===== src/rtl/pipe_stage_reg.sv =====
// Elastic pipeline stage register: moves a control and a data bundle across a
// valid/ready boundary, with optional 2-entry skid buffer and synchronous flush.
module pipe_stage_reg #(
  parameter int CTRL_W     = 7,
  parameter int DATA_W     = 111,
  parameter int SKID       = 1,
  parameter int CLEAR_DATA = 1
) (
  input  logic              clk,
  input  logic              reset,
  input  logic              flush,
  input  logic              in_valid,
  output logic              in_ready,
  input  logic [CTRL_W-1:0] in_ctrl,
  input  logic [DATA_W-1:0] in_data,
  output logic              out_valid,
  input  logic              out_ready,
  output logic [CTRL_W-1:0] out_ctrl,
  output logic [DATA_W-1:0] out_data,
  output logic [1:0]        occ
);

  typedef enum logic [1:0] {
    S_EMPTY = 2'd0,
    S_ONE   = 2'd1,
    S_FULL  = 2'd2
  } state_t;

  state_t            state_p0, state_nxt;
  logic [CTRL_W-1:0] main_ctrl_p0, main_ctrl_nxt;
  logic [DATA_W-1:0] main_data_p0, main_data_nxt;
  logic [CTRL_W-1:0] skid_ctrl_p0, skid_ctrl_nxt;
  logic [DATA_W-1:0] skid_data_p0, skid_data_nxt;
  logic              in_xfer, out_xfer;

  // Value an emptied entry's data field takes: cleared, or left as it was.
  function automatic logic [DATA_W-1:0] drain_data(input logic [DATA_W-1:0] cur);
    return (CLEAR_DATA != 0) ? '0 : cur;
  endfunction

  assign out_valid = (state_p0 != S_EMPTY);
  assign out_ctrl  = main_ctrl_p0;
  assign out_data  = main_data_p0;
  assign occ       = state_p0;
  assign in_xfer   = in_valid & in_ready;
  assign out_xfer  = out_valid & out_ready;

  if (SKID != 0) begin : g_skid
    // Ready comes straight from a flop, cutting the out_ready -> in_ready path.
    logic rdy_p0;
    always_ff @(posedge clk or negedge reset) begin
      if (!reset) rdy_p0 <= 1'b1;
      else        rdy_p0 <= (state_nxt != S_FULL);
    end
    assign in_ready = rdy_p0;
  end else begin : g_noskid
    assign in_ready = (state_p0 == S_EMPTY) | out_ready;
  end

  always_comb begin
    state_nxt     = state_p0;
    main_ctrl_nxt = main_ctrl_p0;
    main_data_nxt = main_data_p0;
    skid_ctrl_nxt = skid_ctrl_p0;
    skid_data_nxt = skid_data_p0;
    if (flush) begin
      state_nxt     = S_EMPTY;
      main_ctrl_nxt = '0;
      main_data_nxt = drain_data(main_data_p0);
      skid_ctrl_nxt = '0;
      skid_data_nxt = drain_data(skid_data_p0);
    end else begin
      case (state_p0)
        S_EMPTY: begin
          if (in_xfer) begin
            state_nxt     = S_ONE;
            main_ctrl_nxt = in_ctrl;
            main_data_nxt = in_data;
          end
        end
        S_ONE: begin
          if (in_xfer && out_xfer) begin
            main_ctrl_nxt = in_ctrl;
            main_data_nxt = in_data;
          end else if (in_xfer) begin
            if (SKID != 0) begin
              state_nxt     = S_FULL;
              skid_ctrl_nxt = in_ctrl;
              skid_data_nxt = in_data;
            end
          end else if (out_xfer) begin
            state_nxt     = S_EMPTY;
            main_ctrl_nxt = '0;
            main_data_nxt = drain_data(main_data_p0);
          end
        end
        S_FULL: begin
          if (out_xfer) begin
            state_nxt     = S_ONE;
            main_ctrl_nxt = skid_ctrl_p0;
            main_data_nxt = skid_data_p0;
            skid_ctrl_nxt = '0;
            skid_data_nxt = drain_data(skid_data_p0);
          end
        end
        default: begin
          state_nxt     = S_EMPTY;
          main_ctrl_nxt = '0;
          skid_ctrl_nxt = '0;
        end
      endcase
    end
  end

  // Stage register boundary
  always_ff @(posedge clk or negedge reset) begin
    if (!reset) begin
      state_p0     <= S_EMPTY;
      main_ctrl_p0 <= '0;
      main_data_p0 <= '0;
      skid_ctrl_p0 <= '0;
      skid_data_p0 <= '0;
    end else begin
      state_p0     <= state_nxt;
      main_ctrl_p0 <= main_ctrl_nxt;
      main_data_p0 <= main_data_nxt;
      skid_ctrl_p0 <= skid_ctrl_nxt;
      skid_data_p0 <= skid_data_nxt;
    end
  end

endmodule


===== config.mk =====
export PLATFORM = sky130hd
export DESIGN_NAME = pipe_stage_reg
export DESIGN_NICKNAME = d
export VERILOG_FILES = /design/src/rtl/pipe_stage_reg.sv
export SDC_FILE = /design/constraint.sdc
export NUM_CORES = 1
export LEC_CHECK = 0
export BUFFER_PORTS_ARGS = -buffer_cell sky130_fd_sc_hd__buf_4
export CORE_UTILIZATION = 40
export DETAILED_ROUTE_END_ITERATION = 12
export HOLD_SLACK_MARGIN = 0.08
export MAX_ROUTING_LAYER = met4
export SLEW_MARGIN = 20
export SYNTH_ARGS = -nofsm -noshare
export SYNTH_HDL_FRONTEND = slang
export SYNTH_SLANG_ARGS = --single-unit

===== constraint.sdc =====
create_clock -name clk -period 1.7 [get_ports clk]
set_input_delay 0.17 -clock clk [delete_from_list [all_inputs] [get_ports clk]]
set_output_delay 0.17 -clock clk [all_outputs]
set_load 0.02 [all_outputs]

Word-level counts from Yosys, hierarchy flattened
Index checks and enable logic that the tools add are counted.

Output and inout port bits: 122. Input port bits: 123. Logic and storage cells: 54. Bits in registers: 239.

Bitwise gates (word level): 2. Muxes and demuxes: 27. Equal/unequal tests: 10. Reductions and logical operators: 9.

Operators with widths (number): two-way mux 111 bit (8); one-hot mux 111 bit (3 select lines) (1); one-hot mux 111 bit (2 select lines) (1); two-way mux 7 bit (8); one-hot mux 7 bit (3 select lines) (2); two-way mux 2 bit (6); != test 3 bit, second input constant (4); AND reduction 4 bit (3); != test 4 bit, second input constant (2); one-hot mux 2 bit (3 select lines) (1); AND reduction 5 bit (1); != test 2 bit, second input constant (2); nonzero test 4 bit (1); nonzero test 3 bit (1); bitwise AND 1 bit (2); == test 2 x 1 -> 1 bit, second input constant (1); == test 2 bit, second input constant (1); logical NOT 2 bit (1); nonzero test 2 bit (1); logical AND 1 bit (1).

Logic depth before layout (Yosys ltp)
Depth after elaboration: 8. Mapped depth: 10. Gate-level depth less buffers: 6.

Least setup slack after synthesis
Ideal clock, no wire load.

Path kind: register -> register. From: reg state_p0[0] (netlist: occ[0]). To: reg skid_data_p0[100]. Data required time: 1.623 ns. Path slack: -0.299 ns. Period minus slack after synthesis: 1.999 ns. Setup time: 0.077 ns. Arrival: 1.922 ns. Cell stages (with the launch flop): 9. Path buffers: 3. Cells stage by stage: dfrtp_1 inv_1 ha_1 buf_2 nor2_1 clkbuf_1 clkbuf_1 nand3_1 o21ai_1.

Longest elaborated chain between the ends: 5. Elaborated cells between the ends (all ways): 12. Those cells by class: eq/ne: 5; mux: 2; bitwise: 1; reduce/logical: 4.

Ends and longest elaborated chain: start: declaration (line 29) `state_t state_p0, state_nxt;`; start signal: assignment (line 124) `state_p0 <= state_nxt;`; nonzero test 2 bit (line 41) `assign out_valid = (state_p0 != S_EMPTY);`; bitwise AND 1 bit (line 46) `assign out_xfer = out_valid & out_ready;`; logical AND 1 bit (line 82) `if (in_xfer && out_xfer) begin`; != test 3 bit (no source line); AND reduction 4 bit (no source line); end signal: assignment (line 128) `skid_data_p0 <= skid_data_nxt;`; end: declaration (line 33) `logic [DATA_W-1:0] skid_data_p0, skid_data_nxt;`.

Parallel ways exist; a longest one is shown, timed or not. A chain may end at the register's enable or synchronous reset.

Worst setup path in the final report
From: reg state_p0[1] (netlist: occ[1]). To: reg main_data_p0[101] (netlist: out_data[101]).

Longest elaborated chain between the ends: 6. Elaborated cells between the ends (all ways): 15. Those cells by class: eq/ne: 6; mux: 3; bitwise: 1; reduce/logical: 5.

Ends and longest elaborated chain: nonzero test 2 bit (line 41); bitwise AND 1 bit (line 46); logical AND 1 bit (line 82); two-way mux 111 bit (line 82); one-hot mux 111 bit (3 select lines) (line 73) `case (state_p0)`; two-way mux 111 bit (line 66) `if (flush) begin`; end signal: assignment (line 126) `main_data_p0 <= main_data_nxt;`; end: declaration (line 31) `logic [DATA_W-1:0] main_data_p0, main_data_nxt;`.

Parallel ways exist; a longest one is shown, timed or not.

==> metrics.csv <==
stage,metric,value,unit
setup_path,WP data arrival,2.38,ns
place,Port Buffers,244,
setup_path,R2R setup slack,-0.24,ns
die,# rows,58,
place,routability cong.,0.8125,
routing,WL per Instance,20.34,um
routing,via count,10510,
global_route,pin count of the biggest net entering global routing,52,
power,Tot Pwr,20.70,mW
setup_path,CP Cell Sequence,"inv_4, ha_4, or2_4, a221oi_4, buf_6, buf_12, buf_12, nand2_1, o21ai_1",
global_route,first-pass GRT wire length,51.88,mm
clocking,"Clk Latency, worst-skew pair",0.53,ns
setup_path,CP dominant cell by count,buf_12,
global_route,initial antenna violation count,1,
setup_path,R2R Path Start,occ[1],
sta,final hold violations,0,
global_route,Total GRT Usage,25.13,%
sta,Rel. slew slack,70.13,%
synth,syn avg cell area,9.545,um2
clocking,Root Buffer,clkbuf_16,
power,Max IR drop VDD,0.7146,mV
routing,WL final,38.30,mm
sta,Final min period,1.941,ns
setup_path,max incr delay on CP,0.42,ns
power,PD cells,1157,nW/um2
sta,Final Setup Violations,236,
routing,DR iter-0 viols,793,
routing,Met1 Wirelength,16.03,mm
setup_path,"Largest delay share family, worst path",buffers and inverters,
sta,RSZ-0062 raised after global routing,yes,
power,Leak,8.130,nW
finish,"commonest non-fill, non-tap cell in the layout",buf_4,
finish,Layout area overhead,72.61,%
setup_path,Crit-path slowest cell,dfrtp_2,
routing,DR top layer,met4,
clocking,clock transition at the registers of the reported paths,0.06,ns
sta,fmax,515.3,MHz
clocking,clk buf depth,3,
finish,Layout fillers,1802,
sta,Max Slew Vio Count,0,
routing,TritonRoute pass-1 iters,5,
setup_path,Critical Path RT,2.14,ns
routing,WL met2,19.11,mm
synth,Synth cell types,38,
setup_path,CP Max Fanout,12,
global_route,number of global-route vias before repair,9863,
finish,most frequent cells in the layout,"270 x buf_4, 236 x dfrtp_1, 197 x nand2_1",
die,# IOs,245,
clocking,H-tree Lvls,1,
setup_path,Worst setup EP type,register,
sta,Worst-Margin Slew,0.4480,ns
finish,layout cells sized above 1,41.30,%
setup_path,Worst Path Buf+Inv,4,
die,core area,25330,um2
routing,met3 wire len,2.521,mm
routing,DRT antenna net count,0,
run,MaxCap Viol Count,0,
synth,Cells after Synth,1086,
place,pre-CTS WS,-0.1849,ns
synth,sequential share of the synthesized area,57.71,%
finish,layout net count,1658,
clocking,CTS tree,built,
clocking,TritonCTS buffer count,27,
die,Initial Utilization,40.93,%
setup_path,startpoint types,register,
status,status,"finished, violations left",
synth,Synth Warn #,0,
die,Die Span X,163.0,um
die,Die Y,163.0,um
synth,Syn Nets,1213,
synth,#FFs+latches synth,239,
sta,Final period util,114.1,%
die,die area,26560,um2
setup_path,R2R Path End,out_data[101],
place,final HPWL from detailed placement,19.52,mm
routing,Vias per Instance,5.580,
sta,Clock Skew,0.006304,ns
min_path,worst hold path type,input pin to async pin,
setup_path,R2R depth,9,
setup_path,Setup Crit Path Kind,register to register,
sta,final worst setup slack,-0.2405,ns
global_route,grt ovf,0,
clocking,Sink Count,239,
status,failing checks,negative setup slack,
routing,DRC,0,
synth,Synth Cell Area,10370,um2
sta,final hold slack,0.1660,ns
-- per-layer routing --
metal | vias to the layer above | track usage, %
li1 | 4773 | -
met1 | 5233 | 33.71
met2 | 446 | 41.06
met3 | 56 | 2.878
met4 | 0 | 5.395
met5 | - | -
-- worst max path at each step --
stage	startpoint	to	depth (start not counted)
6_report	occ[1]	out_data[101]	9
5_1_grt	occ[1]	out_data[47]	9
4_1_cts	occ[1]	out_data[90]	8
3_5_place_dp	occ[1]	skid_data_p0[3]	7
3_3_place_gp	occ[1]	out_ctrl[4]	7
2_1_floorplan	occ[1]	skid_data_p0[100]	10
-- state kept, by name, indices dropped and copies added (netlist names) --
register and flops:
skid_data_p0 111, skid_ctrl_p0 7, in_ready 1, out_ctrl 7
occ 2, out_data 111
-- synthesized netlist by cell type (all sizes together) --
master / count / share of area, %
o21ai: 224 / 11
a2bb2oi: 1 / 0.085
clkbuf: 38 / 1.4
nand2b: 8 / 0.48
nand4bb: 1 / 0.11
a211oi: 1 / 0.072
and4bb: 1 / 0.12
buf: 63 / 3.3
a22oi: 119 / 8.6
and3: 1 / 0.060
dfrtp: 238 / 57
o31ai: 2 / 0.14
ha: 4 / 0.48
a22o: 1 / 0.085
dfstp: 1 / 0.25
inv: 5 / 0.18
nand2: 228 / 8.3
a31oi: 2 / 0.12
nor3: 2 / 0.21
or2: 1 / 0.060
o2bb2ai: 7 / 0.59
and2: 1 / 0.060
nand3: 120 / 5.8
a21oi: 8 / 0.39
a221oi: 1 / 0.25
a311oi: 1 / 0.085
nand3b: 1 / 0.072
nor2b: 2 / 0.19
a21o: 1 / 0.072
nor2: 3 / 0.11
-- cells by family (layout without fill, tap and decap cells) --
kind of cell / after synthesis / count (layout) / synth area share (%)
AO/OA/AOI/OAI: 368 / 369 / 21.33
buffers and inverters: 106 / 571 / 4.913
flip-flops: 239 / 239 / 57.71
other: 0 / 1 / 0
adder cells (fa/ha/maj): 4 / 4 / 0.4828
AND/OR/NAND/NOR: 369 / 369 / 15.57
-- area by class of cell --
class                   instances  area, um2  area share (%)
diodes                          1      2.502         0.01399
clock buffers                  41      818.3           4.573
clock inverters                 9      98.84          0.5524
inverters                       5      28.78          0.1608
multi-input cells             742       4873           27.24
flip-flops and latches        239       5984           33.45
well taps                     330      412.9           2.308
repair buffers                516       5674           31.71
-- per-stage QoR --
step	util, %	area [um2]	TNS, ns	std cells
after CTS	63.54	16090	-22.15	1829
after detailed placement	52.81	13380	-31.53	1629
after global placement	52.81	13380	-19.68	1629
after global routing	70.65	17890	-51.74	1883
after floorplan	-	10720	-15.33	1086
final	70.65	17890	-32.10	1883
-- timing repair --
item / 4_1_cts / 5_1_grt
cloned: 12 / 40
hold endpoints to repair: 478 / 0
hold buffers: 122 / 0
setup endpoints to repair: 234 / 240
pin swaps: 0 / 86
gates resized for setup: 41 / 235
buffers inserted: 16 / 21
-- report_power, final --
| group | internal, mW | switching [mW] |
|---|---|---|
| Clock | 3.61 | 2.39 |
| Combinational | 3.70 | 4.05 |
| Sequential | 6.43 | 0.524 |
| Total | 13.7 | 6.96 |
-- worst reg2reg max path, delay by kind of cell (launching register included) --
family / cells / cell delay, ns
fa+ha+maj: 1 / 0.17
flops: 1 / 0.42
simple gates: 2 / 0.34
buf+inv: 4 / 0.53
compound gates: 2 / 0.38
No activity file was read; power rests on OpenSTA's default activity.
